[src/rtl/uart_pkg.sv]
// Shared UART definitions: transmit FSM state encoding and default link constants.
package uart_pkg;

    typedef enum logic [1:0] {
        IDLE  = 2'd0,
        START = 2'd1,
        DATA  = 2'd2,
        STOP  = 2'd3
    } uart_tx_state_t;

    localparam int UART_CLKS_PER_BIT = 434;
    localparam int UART_DATA_BITS    = 8;

endpackage

[src/rtl/NBitRegister.sv]
// Loadable N-bit register with asynchronous active-low clear to a preload value.
module NBitRegister #(
    parameter int               WIDTH   = 8,
    parameter logic [WIDTH-1:0] PRELOAD = '0
) (
    input  logic             clk,
    input  logic             clear_n,
    input  logic             ld,
    input  logic [WIDTH-1:0] d,
    output logic [WIDTH-1:0] q
);

    always_ff @(posedge clk or negedge clear_n) begin
        if (!clear_n) begin
            q <= PRELOAD;
        end else if (ld) begin
            q <= d;
        end
    end

endmodule

[src/rtl/uart_tx_ctrl.sv]
// UART transmit sequencer: latches a word on handshake, then shifts a
// start/data/stop frame onto tx LSB first, paced by a baud counter.
module uart_tx_ctrl
    import uart_pkg::*;
#(
    parameter int CLKS_PER_BIT = UART_CLKS_PER_BIT,
    parameter int DATA_BITS    = UART_DATA_BITS,
    parameter int STOP_BITS    = 1
) (
    input  logic                 clk,
    input  logic                 clear_n,
    input  logic [DATA_BITS-1:0] tx_data,
    input  logic                 tx_valid,
    output logic                 tx_ready,
    output logic                 tx,
    output logic                 busy
);

    localparam int BAUD_W = (CLKS_PER_BIT > 1) ? $clog2(CLKS_PER_BIT) : 1;
    localparam int BIT_W  = $clog2(DATA_BITS + 1);

    localparam logic [BAUD_W-1:0] BAUD_LAST = BAUD_W'(CLKS_PER_BIT - 1);
    localparam logic [BIT_W-1:0]  DATA_LAST = BIT_W'(DATA_BITS - 1);
    localparam logic [BIT_W-1:0]  STOP_LAST = BIT_W'(STOP_BITS - 1);

    uart_tx_state_t       state, state_nxt;
    logic [BAUD_W-1:0]    baud_cnt, baud_nxt;
    logic [BIT_W-1:0]     bit_cnt, bit_nxt;
    logic                 tx_nxt, ready_nxt;
    logic                 accept, bit_done;
    logic [DATA_BITS-1:0] hold;

    assign accept   = tx_valid && tx_ready;
    assign bit_done = (baud_cnt == BAUD_LAST);
    assign busy     = !tx_ready;

    NBitRegister #(
        .WIDTH   (DATA_BITS),
        .PRELOAD ({DATA_BITS{1'b0}})
    ) u_hold (
        .clk     (clk),
        .clear_n (clear_n),
        .ld      (accept),
        .d       (tx_data),
        .q       (hold)
    );

    always_ff @(posedge clk or negedge clear_n) begin
        if (!clear_n) begin
            state    <= IDLE;
            baud_cnt <= '0;
            bit_cnt  <= '0;
            tx       <= 1'b1;
            tx_ready <= 1'b1;
        end else begin
            state    <= state_nxt;
            baud_cnt <= baud_nxt;
            bit_cnt  <= bit_nxt;
            tx       <= tx_nxt;
            tx_ready <= ready_nxt;
        end
    end

    always_comb begin
        state_nxt = state;
        case (state)
            IDLE:    if (accept) state_nxt = START;
            START:   if (bit_done) state_nxt = DATA;
            DATA:    if (bit_done && (bit_cnt == DATA_LAST)) state_nxt = STOP;
            STOP:    if (bit_done && (bit_cnt == STOP_LAST)) state_nxt = IDLE;
            default: state_nxt = IDLE;
        endcase
    end

    // tx and tx_ready are registered, so their next values are computed here
    // one edge ahead; the data bit is picked from the holding register by bit_nxt.
    always_comb begin
        baud_nxt  = bit_done ? '0 : baud_cnt + 1'b1;
        bit_nxt   = bit_cnt;
        tx_nxt    = tx;
        ready_nxt = tx_ready;
        case (state)
            IDLE: begin
                baud_nxt  = '0;
                bit_nxt   = '0;
                tx_nxt    = 1'b1;
                ready_nxt = 1'b1;
                if (accept) begin
                    tx_nxt    = 1'b0;
                    ready_nxt = 1'b0;
                end
            end
            START: begin
                if (bit_done) begin
                    bit_nxt = '0;
                    tx_nxt  = hold[0];
                end
            end
            DATA: begin
                if (bit_done) begin
                    if (bit_cnt == DATA_LAST) begin
                        bit_nxt = '0;
                        tx_nxt  = 1'b1;
                    end else begin
                        bit_nxt = bit_cnt + 1'b1;
                        for (int i = 0; i < DATA_BITS; i++) begin
                            if (BIT_W'(i) == bit_nxt) tx_nxt = hold[i];
                        end
                    end
                end
            end
            STOP: begin
                tx_nxt = 1'b1;
                if (bit_done) begin
                    if (bit_cnt == STOP_LAST) begin
                        bit_nxt   = '0;
                        ready_nxt = 1'b1;
                    end else begin
                        bit_nxt = bit_cnt + 1'b1;
                    end
                end
            end
            default: begin
                baud_nxt  = '0;
                bit_nxt   = '0;
                tx_nxt    = 1'b1;
                ready_nxt = 1'b1;
            end
        endcase
    end

endmodule

[config.mk]
export PLATFORM = sky130hd
export DESIGN_NAME = uart_tx_ctrl
export DESIGN_NICKNAME = d
export VERILOG_FILES = /design/src/rtl/uart_pkg.sv /design/src/rtl/NBitRegister.sv /design/src/rtl/uart_tx_ctrl.sv
export SDC_FILE = /design/constraint.sdc
export NUM_CORES = 1
export LEC_CHECK = 0
export CAP_MARGIN = 5
export CORE_ASPECT_RATIO = 0.75
export CORE_MARGIN = 4
export CORE_UTILIZATION = 60
export DETAILED_ROUTE_END_ITERATION = 8
export GPL_TIMING_DRIVEN = 0
export PLACE_DENSITY_LB_ADDON = 0.3
export SKIP_CTS_REPAIR_TIMING = 1
export SLEW_MARGIN = 40
export SYNTH_ARGS = -nofsm -noshare
export SYNTH_HDL_FRONTEND = slang
export SYNTH_HIERARCHICAL = 1
export SYNTH_SLANG_ARGS = --single-unit
[constraint.sdc]
create_clock -name clk -period 3.8 [get_ports clk]
set_input_delay 0.57 -clock clk [delete_from_list [all_inputs] [get_ports clk]]
set_output_delay 0.57 -clock clk [all_outputs]
set_load 0.01 [all_outputs]
Word-level counts from Yosys, hierarchy flattened

Index checks and enable logic that the tools add are counted.

Equality and inequality tests: 20
Add/sub/neg operators: 2
Reductions and logical operators: 12
Multiplexer cells: 29

Operator list:

| kind                   | count |
|---|---|
| $mux W4                | 5 |
| $mux W9                | 2 |
| $eq A3 B4 Y1 const A   | 4 |
| $pmux W4 S4            | 1 |
| $mux W1                | 14 |
| $ne A2 B2 Y1 const B   | 7 |
| $ne A10 B10 Y1 const B | 1 |
| $add A9 B1 Y9 const B  | 1 |
| $eq A9 B9 Y1 const B   | 1 |
| $reduce_and A3 Y1      | 3 |
| $eq A2 B4 Y1 const A   | 2 |
| $logic_not A4 Y1       | 2 |
| $mux W2                | 4 |
| $pmux W2 S4            | 1 |
| $add A4 B1 Y4 const B  | 1 |
| $eq A1 B4 Y1 const A   | 1 |
| $eq A2 B2 Y1 const B   | 2 |
| $eq A4 B3 Y1 const B   | 1 |
| $pmux W1 S4            | 1 |
| $reduce_and A4 Y1      | 1 |
| $logic_and A1 B1 Y1    | 3 |
| $eq A2 B1 Y1 const B   | 1 |
| $logic_not A2 Y1       | 1 |
| $pmux W1 S2            | 1 |
| other kinds (2)        | 2 |

Bits in registers: 25
Word-level logic and storage cells: 69
Output and inout port bits: 3
Input port bits: 11

Logic depth before layout (Yosys ltp)

Depth in word-level cells: 13
Mapped depth: 9
Gate-level depth less buffers: 8

By module

Netlist, hierarchy kept.

Modules (own cells, without submodules):

| module       | sequential area each (um^2) | times used | area each (um^2) | cells an instance |
|---|---|---|---|---|
| uart_tx_ctrl | 427.9                       | 1          | 1,311.3          | 152 |
| NBitRegister | 200.2                       | 1          | 331.6            | 17 |

Least setup slack after synthesis

Ideal clock, no wire load.

Kind: reg-to-reg
Start point: register bit_cnt[0]
End point: register state[1]
Arrival time: 1.624 ns
Setup time: 0.125 ns
Clock period less this slack: 1.749 ns
Buffers on the path: 1
Stages on the path, launching flop included: 9
Data required time: 3.675 ns
Slack: 2.051 ns
Cells stage by stage: dfrtp_1 > clkbuf_2 > inv_1 > ha_1 > a21oi_1 > a21oi_1 > o21ai_0 > a21oi_2 > mux2_2

Cells in the longest elaborated chain, start to end: 4
Elaborated cells between the ends (all ways): 7
Classes of those cells: eq/ne: 3; reduce/logical: 4

RTL lines:

| what                                                    | line                                   | RTL |
|---|---|---|
| start, declared                                         | uart_tx_ctrl.sv:28                     | `logic [BIT_W-1:0] bit_cnt, bit_nxt;` |
| start signal, assigned                                  | uart_tx_ctrl.sv:58                     | `bit_cnt <= bit_nxt;` |
| $eq A4 B3 Y1 / $logic_not A4 Y1 (equally long branches) | uart_tx_ctrl.sv:69, uart_tx_ctrl.sv:70 |  |
| $logic_and A1 B1 Y1, on equally long branches           | uart_tx_ctrl.sv:69, uart_tx_ctrl.sv:70 |  |
| $ne A2 B2 Y1 (no source line)                           | n/a                                    |  |
| $reduce_and A4 Y1 (no source line) *                    | n/a                                    |  |
| end signal, assigned                                    | uart_tx_ctrl.sv:56                     | `state <= state_nxt;` |
| end, declared                                           | uart_tx_ctrl.sv:26                     | `uart_tx_state_t state, state_nxt;` |

Every way passes the cells marked *; elsewhere a longest branch is shown, timed or not.
A chain may end at the register's enable or synchronous reset.

Final worst setup path

Start point: register bit_cnt[0]
End point: register tx

Cells in the longest elaborated chain, start to end: 12
Elaborated cells between the ends (all ways): 22
Classes of those cells: add/sub: 1; eq/ne: 9; mux: 10; reduce/logical: 2

RTL lines:

| what                 | line                | RTL |
|---|---|---|
| $add A4 B1 Y4        | uart_tx_ctrl.sv:105 | `bit_nxt = bit_cnt + 1'b1;` |
| $eq A1 B4 Y1         | uart_tx_ctrl.sv:107 | `if (BIT_W'(i) == bit_nxt) tx_nxt = hold[i];` |
| $mux W1 (7 in a row) | uart_tx_ctrl.sv:107 |  |
| $mux W1              | uart_tx_ctrl.sv:101 | `if (bit_cnt == DATA_LAST) begin` |
| $mux W1              | uart_tx_ctrl.sv:100 | `if (bit_done) begin` |
| $pmux W1 S4          | uart_tx_ctrl.sv:82  | `case (state)` |
| end signal, assigned | uart_tx_ctrl.sv:59  | `tx <= tx_nxt;` |
| end, declared        | uart_tx_ctrl.sv:15  | `output logic tx,` |

Parallel ways exist; a longest one is shown, timed or not. The select of a mux whose other input is x is not followed.

==> results_dict.tcl <==
set metrics [dict create \
    tightest_slew_ns 0.552 \
    crit_path_end_kind "flip-flop" \
    finalSetupViolations 0 \
    cts_tree "done" \
    layout_min_cycle_time_ns 2.11 \
    hpwl_mm 2.62 \
    cts-buffers-inserted 3 \
    path_clk_slew_ns 0.09 \
    cp_data_required_time_ns 4.00 \
    drtIter0Drc 131 \
    slew_violations 0 \
    io_pins 14 \
    hp-class "input port to asynchronous set/reset pin" \
    period_share_pct 55.5 \
    critPathTopFamily "compound AO/OA/AOI/OAI gates" \
    globalplace.congestion 0.920 \
    synth_top_cell_by_area "dfrtp_1" \
    clock-sinks 25 \
    path_max_fanout 9 \
    max_stage_delay_ns 0.40 \
    final_area_um2 1860 \
    crit_chain "clkbuf_2, inv_1, ha_1, nor3_1, o21bai_1, a32oi_1, a21oi_1, a22oi_1, o21ai_1" \
    cp.arrival_ns 2.31 \
    start_util_pct 62.6 \
    numPortBuffers 13 \
    die_area_um2 3650 \
    grt_overflow_total 0 \
    cellPowerDensity_nw_per_um2 636 \
    slew_headroom_pct 63.2 \
    die_y_um 53.3 \
    async_reset_ff_share_pct 100 \
    synth.most_common_cell "dfrtp_1" \
    dpl_cell_area_um2 1810 \
    synthFlopType "dfrtp_1" \
    r2r_setup_slack_ns 1.69 \
    rsz0062_at_grt "false" \
    final_nets 209 \
    seqCellArea_um2 628 \
    insertion_delay_ns 0.27 \
    antenna_found_initial 0 \
    dieWidth_um 68.4 \
    drive_gt1_share_pct 15.6 \
    syn_area_um2 1640 \
    hold_viol_final 0 \
    grt_max_degree 26 \
    fmax_mhz 474 \
    clock_path_buffers 2 \
    path_buf_inv 2 \
    synth_cell_types 51 \
    htree_num_levels 1 \
    num_rows 16 \
    antenna_cells 0 \
    max-cap-violations 0 \
    dpl.cell_count 218 \
    fillers 209 \
    drtAntennaViolNets 0 \
    fin_skew_ns 0.00399 \
    critPathLaunchType "flip-flop" \
    post_drt_wl_per_cell_um 16.0 \
    area_growth_pct 13.3 \
    drc_errors 0 \
    synth_seq_area_share_pct 38.2 \
    num_vias 1352 \
    synth_area_leaders "dfrtp_1 (35%), ha_1 (8.4%), mux2_4 (7.3%), nor2_1 (3.7%), a21oi_1 (3.4%)" \
    viasPerCell 6.09 \
    synth_edf_count 0 \
    grt_use_total_pct 22.0 \
    core_area_um2 2620 \
    power_mw 1.18 \
    synth_top_cell_area_share_pct 35.0 \
    cpMaxStageDelayCell "dfrtp_1" \
    status "finished, final reports clean" \
    syn_nets 191 \
    yosys_warnings 6 \
    grt_pass1_wl_mm 5.83 \
    first_global_vias 1279 \
    postSynthCellCount 169 \
    criticalPathCategory "flip-flop to flip-flop" \
    fin_cells 222 \
    ir_drop_uv 348 \
    setup_tns_ns 0 \
    synth_common_cells "dfrtp_1 (23), nor2_1 (16), inv_1 (12), a21oi_1 (11), ha_1 (11)" \
    p_leak_nw 0.825 \
    multiInputGateArea_um2 936 \
    drt_first_pass_iters 4 \
    postSynthAreaPerCell_um2 9.72 \
    hold_ws_ns 0.274 \
    cts-root-buf "clkbuf_8" \
    ys_ff_latch 25 \
    wirelength_mm 3.54 \
]
## cells in the final DEF, fill, tap and decap left out, drive strengths merged, types with 6 or more instances in the layout
| cell | instances |
|---|---|
| dfrtp | 23 |
| nor2 | 17 |
| inv | 12 |
| clkdlybuf4s50 | 12 |
| a21oi | 12 |
| ha | 11 |
| o21ai | 11 |
| nand2 | 10 |
| mux2 | 9 |
| nand3 | 7 |
| clkbuf | 6 |
## metal layers
metal / global-route usage, % / routed length (um)
met1: 27.5 / 1620
met2: 35.5 / 1600
met3: 6.79 / 249
met4: 7.59 / 75
met5: 0 / 0
## final timing paths
check | start | to | depth (start not counted)
hold / removal | clear_n | bit_cnt[2] | 1
max in group asynchronous | clear_n | tx | 1
setup / recovery | bit_cnt[0] | tx | 9
hold reg to reg | u_hold/q[5] | u_hold/q[5] | 1
setup reg to reg | bit_cnt[0] | tx | 9
min in group clk | u_hold/q[5] | u_hold/q[5] | 1
## registers in the layout, indices dropped and copies added (netlist names)
| signal | count |
|---|---|
| state | 2 |
| bit_cnt | 4 |
| tx | 1 |
| tx_ready | 1 |
| baud_cnt | 9 |
| u_hold/q | 8 |
## through the flow
step	utilization [%]	setup WS [ns]
final	71.0	1.69
after CTS	71.0	1.74
after floorplan	-	2.05
after global placement	69.3	1.62
after global routing	71.0	1.56
after detailed placement	69.1	1.57
## power by group
part,switching (mW),internal [mW]
combinational,0.309,0.277
clock,0.0869,0.0744
sequential,0.0829,0.355
total,0.479,0.706
## logic make-up (layout without fill, tap and decap cells)
group                      count (synthesis)  count (layout)  share of synthesized area, %
AOI/OAI and AO/OA                         42              42                          17.4
xor gates and xnor gates                   7               7                          3.73
adders and majority gates                 11              11                          8.38
buffers and inverters                     18              35                          4.80
DFF                                       25              25                          38.2
muxes                                      9               9                          8.00
and+or+nand+nor                           57              57                          19.5
## cell type report
cell class / instances / share of cell area [%]
clock buffers: 3 / 2.22
repair buffers: 13 / 6.72
clock inverters: 1 / 0.403
inverters: 12 / 2.42
well taps: 36 / 2.42
flip-flops and latches: 25 / 33.7
plain buffers: 6 / 1.81
multi-input cells: 126 / 50.3
## worst reg2reg max path, delay by kind of cell, from the launching register on
kind / cells / cell delay [ns]
adders and majority gates: 1 / 0.32
DFF: 1 / 0.40
AOI/OAI and AO/OA: 5 / 0.80
and+or+nand+nor: 1 / 0.22
buffers and inverters: 2 / 0.32
No activity file was read; power rests on OpenSTA's default activity.
